[src/rtl/pong_frame_renderer.sv]
// rtl/pong_frame_renderer.sv - Pong pixel renderer with per-frame shadow latch
// Two-stage pipeline: hit detection, then colour select with blanking.
module pong_frame_renderer #(
  parameter int H_RES         = 640,
  parameter int V_RES         = 480,
  parameter int PADDLE_W      = 10,
  parameter int PADDLE_H      = 60,
  parameter int BALL_SIZE     = 8,
  parameter int PADDLE_MARGIN = 30,
  parameter int COLOR_W       = 8,
  parameter int NET_W         = 2,
  parameter int DASH_LOG2     = 4,
  parameter int HIDE_FRAMES   = 60
) (
  input  logic               vgaclk,
  input  logic               reset,
  input  logic [9:0]         x,
  input  logic [9:0]         y,
  input  logic               pix_valid,
  input  logic               frame_start,
  input  logic [9:0]         paddle1_y,
  input  logic [9:0]         paddle2_y,
  input  logic [9:0]         ball_x,
  input  logic [9:0]         ball_y,
  input  logic               goal,
  input  logic               net_en,
  output logic [COLOR_W-1:0] red,
  output logic [COLOR_W-1:0] green,
  output logic [COLOR_W-1:0] blue,
  output logic               pix_valid_out,
  output logic               ball_hidden
);

  localparam int CNT_W = $clog2(HIDE_FRAMES + 2);

  localparam logic [10:0] P_HALF  = 11'(PADDLE_H / 2);
  localparam logic [10:0] B_HALF  = 11'(BALL_SIZE / 2);
  localparam logic [10:0] P_MIN   = P_HALF;
  localparam logic [10:0] P_MAX   = 11'(V_RES - PADDLE_H / 2);
  localparam logic [10:0] BX_MAX  = 11'(H_RES - BALL_SIZE / 2);
  localparam logic [10:0] BY_MAX  = 11'(V_RES - BALL_SIZE / 2);
  localparam logic [10:0] P1_X0   = 11'(PADDLE_MARGIN);
  localparam logic [10:0] P1_X1   = 11'(PADDLE_MARGIN + PADDLE_W);
  localparam logic [10:0] P2_X0   = 11'(H_RES - PADDLE_MARGIN - PADDLE_W);
  localparam logic [10:0] P2_X1   = 11'(H_RES - PADDLE_MARGIN);
  localparam logic [10:0] NET_X0  = 11'(H_RES / 2 - NET_W / 2);
  localparam logic [10:0] NET_X1  = 11'(H_RES / 2 + NET_W / 2);
  localparam logic [9:0]  P_RST   = 10'(V_RES / 2);
  localparam logic [9:0]  BX_RST  = 10'(H_RES / 2);
  localparam logic [9:0]  BY_RST  = 10'(V_RES / 2);
  localparam logic [COLOR_W-1:0] WHITE = {COLOR_W{1'b1}};
  localparam logic [COLOR_W-1:0] GREY  = COLOR_W'(2 ** (COLOR_W - 1));

  function automatic logic [9:0] clamp(input logic [9:0] v, input logic [10:0] lo,
                                       input logic [10:0] hi);
    logic [10:0] w;
    w = {1'b0, v};
    if (w < lo)      return lo[9:0];
    else if (w > hi) return hi[9:0];
    else             return v;
  endfunction

  logic [9:0]       p1_q, p1_d, p2_q, p2_d, bx_q, bx_d, by_q, by_d;
  logic             net_en_q, net_en_d;
  logic [CNT_W-1:0] hide_cnt_q, hide_cnt_d;
  logic             hidden_q, hidden_d;
  logic             hit_p1_q, hit_p1_d, hit_p2_q, hit_p2_d;
  logic             hit_ball_q, hit_ball_d, hit_net_q, hit_net_d;
  logic             v1_q, v1_d, v2_q, v2_d;
  logic [COLOR_W-1:0] color_q, color_d;

  logic [10:0] x_w, y_w;
  assign x_w = {1'b0, x};
  assign y_w = {1'b0, y};

  // Shadow registers and the post-goal hide counter; goal load beats decrement.
  always_comb begin
    p1_d       = p1_q;
    p2_d       = p2_q;
    bx_d       = bx_q;
    by_d       = by_q;
    net_en_d   = net_en_q;
    hide_cnt_d = hide_cnt_q;
    if (frame_start) begin
      p1_d     = clamp(paddle1_y, P_MIN, P_MAX);
      p2_d     = clamp(paddle2_y, P_MIN, P_MAX);
      bx_d     = clamp(ball_x, B_HALF, BX_MAX);
      by_d     = clamp(ball_y, B_HALF, BY_MAX);
      net_en_d = net_en;
    end
    if (goal)
      hide_cnt_d = CNT_W'(HIDE_FRAMES);
    else if (frame_start && hide_cnt_q != '0)
      hide_cnt_d = hide_cnt_q - CNT_W'(1);
    hidden_d = (hide_cnt_d != '0);
  end

  // Stage 1: hit flags from shadow values (bounds cannot underflow after clamping).
  always_comb begin
    hit_p1_d   = (x_w >= P1_X0) && (x_w < P1_X1) &&
                 (y_w >= {1'b0, p1_q} - P_HALF) && (y_w < {1'b0, p1_q} + P_HALF);
    hit_p2_d   = (x_w >= P2_X0) && (x_w < P2_X1) &&
                 (y_w >= {1'b0, p2_q} - P_HALF) && (y_w < {1'b0, p2_q} + P_HALF);
    hit_ball_d = !hidden_q &&
                 (x_w >= {1'b0, bx_q} - B_HALF) && (x_w < {1'b0, bx_q} + B_HALF) &&
                 (y_w >= {1'b0, by_q} - B_HALF) && (y_w < {1'b0, by_q} + B_HALF);
    hit_net_d  = net_en_q && (x_w >= NET_X0) && (x_w < NET_X1) && !y[DASH_LOG2];
    v1_d       = pix_valid;
  end

  // Stage 2: priority colour select, blanked when invalid.
  always_comb begin
    v2_d    = v1_q;
    color_d = '0;
    if (v1_q) begin
      if (hit_p1_q || hit_p2_q || hit_ball_q) color_d = WHITE;
      else if (hit_net_q)                     color_d = GREY;
    end
  end

  always_ff @(posedge vgaclk or posedge reset) begin
    if (reset) begin
      p1_q       <= P_RST;
      p2_q       <= P_RST;
      bx_q       <= BX_RST;
      by_q       <= BY_RST;
      net_en_q   <= 1'b0;
      hide_cnt_q <= '0;
      hidden_q   <= 1'b0;
      hit_p1_q   <= 1'b0;
      hit_p2_q   <= 1'b0;
      hit_ball_q <= 1'b0;
      hit_net_q  <= 1'b0;
      v1_q       <= 1'b0;
      v2_q       <= 1'b0;
      color_q    <= '0;
    end else begin
      p1_q       <= p1_d;
      p2_q       <= p2_d;
      bx_q       <= bx_d;
      by_q       <= by_d;
      net_en_q   <= net_en_d;
      hide_cnt_q <= hide_cnt_d;
      hidden_q   <= hidden_d;
      hit_p1_q   <= hit_p1_d;
      hit_p2_q   <= hit_p2_d;
      hit_ball_q <= hit_ball_d;
      hit_net_q  <= hit_net_d;
      v1_q       <= v1_d;
      v2_q       <= v2_d;
      color_q    <= color_d;
    end
  end

  assign red           = color_q;
  assign green         = color_q;
  assign blue          = color_q;
  assign pix_valid_out = v2_q;
  assign ball_hidden   = hidden_q;

endmodule

[config.mk]
export PLATFORM = sky130hd
export DESIGN_NAME = pong_frame_renderer
export DESIGN_NICKNAME = d
export VERILOG_FILES = /design/src/rtl/pong_frame_renderer.sv
export SDC_FILE = /design/constraint.sdc
export NUM_CORES = 1
export LEC_CHECK = 0
export BUFFER_PORTS_ARGS = -buffer_cell sky130_fd_sc_hd__buf_2
export CAP_MARGIN = 10
export CORE_MARGIN = 4
export CORE_UTILIZATION = 58
export DETAILED_ROUTE_END_ITERATION = 8
export GPL_TIMING_DRIVEN = 0
export PLACE_DENSITY_LB_ADDON = 0.1
export SLEW_MARGIN = 20
export SYNTH_ARGS = -nofsm -noshare
export SYNTH_HDL_FRONTEND = slang
export SYNTH_SLANG_ARGS = --single-unit
export TNS_END_PERCENT = 5
[constraint.sdc]
create_clock -name vgaclk -period 2.8 [get_ports vgaclk]
set_input_delay 0.14 -clock vgaclk [delete_from_list [all_inputs] [get_ports vgaclk]]
set_output_delay 0.14 -clock vgaclk [all_outputs]
set_load 0.01 [all_outputs]
* Word level (Yosys, flattened, before mapping)
Index checks and enable logic that the tools add are counted.
Storage, ports and cells: word-level logic and storage cells 78, output and inout port bits 26, flip-flop bits (word level) 62, input port bits 66
Operators by class: $lt $le $gt $ge 22, reduce and logical (&&, ||, !) cells 20, add/subtract/negate cells 9, multiplexer cells 13
Operators with widths (number):
- 2-to-1 mux 10 bit | 8
- greater-or-equal comparator 10 x 11 -> 1 bit | 4
- < comparator 10 x 11 -> 1 bit | 4
- > comparator 10 x 9 -> 1 bit, second input constant | 3
- 2-to-1 mux 8 bit | 3
- adder 10 x 3 -> 11 bit, second input constant | 2
- adder 10 x 5 -> 11 bit, second input constant | 2
- subtractor 10 x 3 -> 11 bit, second input constant | 2
- subtractor 10 x 5 -> 11 bit, second input constant | 2
- < comparator 10 x 3 -> 1 bit, second input constant | 2
- < comparator 10 x 5 -> 1 bit, second input constant | 2
- logical AND 1 bit | 14
- 2-to-1 mux 6 bit | 2
- nonzero test 6 bit | 2
- greater-or-equal comparator 10 bit, second input constant | 1
- greater-or-equal comparator 10 x 5 -> 1 bit, second input constant | 1
- greater-or-equal comparator 10 x 9 -> 1 bit, second input constant | 1
- > comparator 10 bit, second input constant | 1
- < comparator 10 bit, second input constant | 1
- < comparator 10 x 6 -> 1 bit, second input constant | 1
- < comparator 10 x 9 -> 1 bit, second input constant | 1
- subtractor 6 x 1 -> 6 bit, second input constant | 1
- zero test 1 bit | 2
- logical OR 1 bit | 2

* Logic depth before layout (Yosys ltp)
word-level depth 6, depth in mapped cells 12, mapped depth without buffers 11

* Least setup slack after synthesis
OpenSTA, ideal clock, no wires.
kind reg2reg, from register by_q[4], to register hit_ball_q, buffers on the path 1, setup slack 0.283 ns, stages on the path, launching flop included 11, arrival time 2.422 ns, period minus slack after synthesis 2.517 ns, data required time 2.705 ns, library setup time 0.095 ns, cell sequence dfstp_2 buf_2 nand3_1 or2_2 xor2_1 ha_1 a21o_1 a211o_1 o21ai_1 o2111ai_2 nor4b_2
Between the ends: word-level cells in the longest chain between the ends 4, elaborated cells between the ends (all ways) 6, those cells by class 2 x add/sub; 2 x order compare; 2 x reduce/logical
RTL lines:
- start: declaration | RTL line 63 | logic [9:0] p1_q, p1_d, p2_q, p2_d, bx_q, bx_d, by_q, by_d;
- start signal: assignment | RTL line 141 | by_q <= by_d;
- subtractor 10 x 3 -> 11 bit | RTL line 106 | (y_w >= {1'b0, by_q} - B_HALF) && (y_w < {1'b0, by_q} + B_HALF);
- greater-or-equal comparator 10 x 11 -> 1 bit | RTL line 106
- logical AND 1 bit | RTL line 105 | (x_w >= {1'b0, bx_q} - B_HALF) && (x_w < {1'b0, bx_q} + B_HALF) &&
- logical AND 1 bit (*) | RTL line 106
- via hit_ball_d | RTL line 68 | logic hit_ball_q, hit_ball_d, hit_net_q, hit_net_d;
- end signal: assignment | RTL line 147 | hit_ball_q <= hit_ball_d;
- end: declaration | RTL line 68
The timed path passes the listed nets; every way through them passes the cells marked *. A chain may end at the register's enable or synchronous reset.

* Worst setup path after layout
Same ends and word-level chain as after synthesis.

==> impl_metrics.yaml <==
status:
  status: "complete, no violations"
pwr:
  total_switching_power_w: 0.000811
  clockPowerShare_pct: 23.3
  power.density_cell_area_nw_per_um2: 389
  seqPwrFrac_pct: 40.1
  worst_supply_voltage_drop_on_vdd_v: 0.000280
  power_report.internal_total_w: 0.00151
  power.share.switching_pct: 34.9
  cellLeakagePower_nw: 2.78
  share_comb_of_total_power_pct: 36.6
clock_tree:
  worst_skew_pair.late_latency_ns: 0.31
  clock_tree_from_tritoncts: "built"
  cts_made_buffers: 5
  clk_path_buf_depth: 2
  clk_transition_reported_paths_ns: 0.10
  clk_root_buffer_cell: "clkbuf_8"
  post-cts-setup-buffers: 0
  cts_max_level: 2
  clock-sinks: 56
global_routing:
  first_global_vias: 4518
  grt_max_degree: 57
  antenna_violations_before_repair: 0
  globalRouteOverflowTotal: 0
  groute.usage.overall_pct: 24.3
  grt_pass1_wl_um: 20600
setup_path:
  worstSetupEndpoint: "hit_ball_q"
  crit_buf_inv: 1
  cp_cell_sequence: "buf_2, nand3_2, or2_2, xor2_1, ha_1, a21o_1, a211o_1, o21ai_2, o2111ai_2, nor4b_2"
  critical-path-max-stage-delay_ns: 0.52
  critical_path.startpoint: "by_q[4]"
  cp.depth: 10
  critical_path.top_delay_family: "compound AO/OA/AOI/OAI gates"
  timing.critical_path.required_ns: 3.03
  critPathSlowestCell: "dfstp_2"
  critical_path_class: "flip-flop to flip-flop"
  r2r-start: "by_q[4]"
  regToRegEndpoint: "hit_ball_q"
  r2r_slack_ns: 0.09
  worst_ep_arrival_time_ns: 2.94
  critical_path.max_fanout: 8
  timing.critical_path.to_type: "flip-flop"
  start_kind: "flip-flop"
  timing.reg2reg.worst_path_depth: 10
place:
  gpl.final_weighted_congestion: 0.896
  port_buffers: 91
  pre_cts_ws_ns: 0.00236
  dpl-instance-area_um2: 5830
  detailed_place_hpwl_um: 10100
timing:
  worst_clock_skew_ns: 0.00393
  timing.final.ws_setup_ns: 0.0901
  fin_hold_ws_ns: 0.0242
  period_share_pct: 96.8
  slew_violations: 0
  finalCriticalPeriod_ns: 2.71
  slew_headroom_pct: 54.2
  worst_slew_pin_slew_ns: 0.687
  maxClockFrequency_mhz: 369
  count_of_endpoints_failing_hold_in_the_final_timing_report: 0
  finalSetupViolations: 0
  rsz0062_at_grt: "true"
finish:
  commonest_non_fill_non_tap_cells_in_the_layout: "98 x buf_2, 80 x ha_1, 59 x nor2_1"
  nets: 861
  post-route-cell-area_um2: 5970
  antenna_cells: 0
  layout.cells.most_common: "buf_2"
  layout-drive-gt1-share_pct: 23.5
  flow.area_growth_from_synthesis_pct: 14.0
logic_synthesis:
  synth.cell_area_um2: 5240
  ys_warn_count: 0
  synth.avg_cell_area_um2: 8.50
  synth_sequential_area_ratio_pct: 27.1
  postSynth.asyncResetShare_pct: 100
  synthFlopType: "dfrtp_1"
  synth_cells: 616
  synth_enable_flop_cells: 0
  synth.distinct_cells: 61
  syn_nets: 762
  synth-seq-cells: 56
die:
  die_w_um: 103
  boundary_pin_count: 92
  core_um2: 8760
  fp.dieArea_um2: 10600
  floorplan.initialDensity_pct: 59.8
  floorplan.die.height_um: 103
  placement_rows: 34
routing:
  via_count: 4763
  route.detailed.wl_per_inst_um: 15.3
  totalWireLength_um: 12600
  drtIter0Drc: 176
  drt_pre_antenna_iters: 5
  drtAntennaViolNets: 0
  drc_errors: 0
  detail_route.vias_per_cell: 5.78
min_path:
  timing.hold.worst.class: "primary input to flip-flop"
flow_run:
  drv_cap: 0
-- logic make-up (layout without fill, tap and decap cells) --
logic type,count (synthesis),in the layout,synth area share (%)
multiplexers,2,2,0.430
AND/OR/NAND/NOR,209,209,19.8
AO/OA/AOI/OAI,135,135,17.1
XOR/XNOR,53,53,8.86
adder cells (fa/ha/maj),80,80,19.1
buffers and inverters,81,181,7.64
flip-flops,56,56,27.1
-- power by group through the flow --
stage | sequential (W) | combinational, W | clock (W)
after floorplan | 0.000928 | 0.000606 | 0
after global placement | 0.000938 | 0.000802 | 0
after detailed placement | 0.000941 | 0.000844 | 0
after CTS | 0.000926 | 0.000855 | 0.000552
after global routing | 0.000940 | 0.000965 | 0.000582
final | 0.000930 | 0.000850 | 0.000541
-- per-layer routing --
| layer | routed length (µm) | vias to the layer above | global-route usage (%) |
|---|---|---|---|
| li1 | - | 2375 | - |
| met3 | 726 | 19 | 2.77 |
| met5 | 0 | - | 0 |
| met2 | 5900 | 133 | 42.3 |
| met4 | 185 | 0 | 5.68 |
| met1 | 5790 | 2236 | 32.3 |
-- worst min-delay path by stage --
stage	startpoint	endpoint	slack (ns)	cells after the start
4_1_cts	ball_x[9]	bx_q[8]	0.01	2
2_1_floorplan	pix_valid	v1_q	0.17	0
3_5_place_dp	pix_valid	v1_q	0.25	1
5_1_grt	ball_x[9]	bx_q[8]	0.02	2
6_report	ball_x[9]	bx_q[8]	0.02	2
3_3_place_gp	pix_valid	v1_q	0.26	1
-- worst register-to-register path, stage by stage, from the launching register on --
cell and delay, ns:
dfstp_2 0.52, buf_2 0.19, nand3_2 0.13, or2_2 0.32, xor2_1 0.14, ha_1 0.29
a21o_1 0.17, a211o_1 0.28, o21ai_2 0.15, o2111ai_2 0.14, nor4b_2 0.26
-- synthesized netlist by cell type (3+ instances only) --
cell | number | area (µm²)
a211o_1 | 3 | 26.3
a211oi_1 | 4 | 30.0
a21o_1 | 10 | 75.1
a21oi_1 | 40 | 200
a31oi_1 | 7 | 43.8
and3_1 | 3 | 18.8
buf_2 | 7 | 35.0
buf_4 | 23 | 173
clkbuf_1 | 14 | 52.6
dfrtp_1 | 42 | 1050
dfstp_2 | 14 | 368
ha_1 | 80 | 1000
inv_1 | 33 | 124
nand2_1 | 46 | 173
nand2b_1 | 5 | 31.3
nand3_1 | 27 | 135
nand4_1 | 10 | 62.6
nor2_1 | 59 | 221
nor2b_1 | 12 | 75.1
nor3_1 | 18 | 90.1
nor4_1 | 12 | 75.1
o2111ai_1 | 3 | 26.3
o21ai_0 | 20 | 100
o21ai_1 | 10 | 50.1
o22ai_1 | 11 | 68.8
or4_1 | 4 | 30.0
xnor2_1 | 37 | 324
xor2_1 | 16 | 140
-- repair_timing --
action / in CTS / in global routing
gates cloned: 0 / 0
hold endpoints to repair: 43 / 0
gates resized for setup: 1 / 3
hold buffers: 2 / 0
endpoints found under the setup margin: 1 / 3
-- per-stage QoR --
step                total power (W)  TNS [ns]  util, %  cells
finish                      0.00232         0     68.2    824
global route                0.00249   -0.0629     68.2    824
CTS                         0.00233         0     68.1    825
detailed placement          0.00178         0     66.5    815
global placement            0.00174         0     66.5    815
floorplan                   0.00153         0        -    616
-- cell type report --
class | count | area, µm²
flip-flops and latches | 56 | 1420
multi-input cells | 479 | 3430
repair buffers | 93 | 475
fillers | 762 | 2790
clock buffers | 5 | 68.8
clock inverters | 3 | 42.5
plain buffers | 45 | 265
well taps | 108 | 135
inverters | 35 | 134
-- flip-flops by register name, indices dropped and copies added (netlist names), 2 cells and up --
name and cells:
p1_q 10, blue 2, p2_q 10, hide_cnt_q 6, by_q 10, bx_q 10
Power figures use the tool's default switching activity.
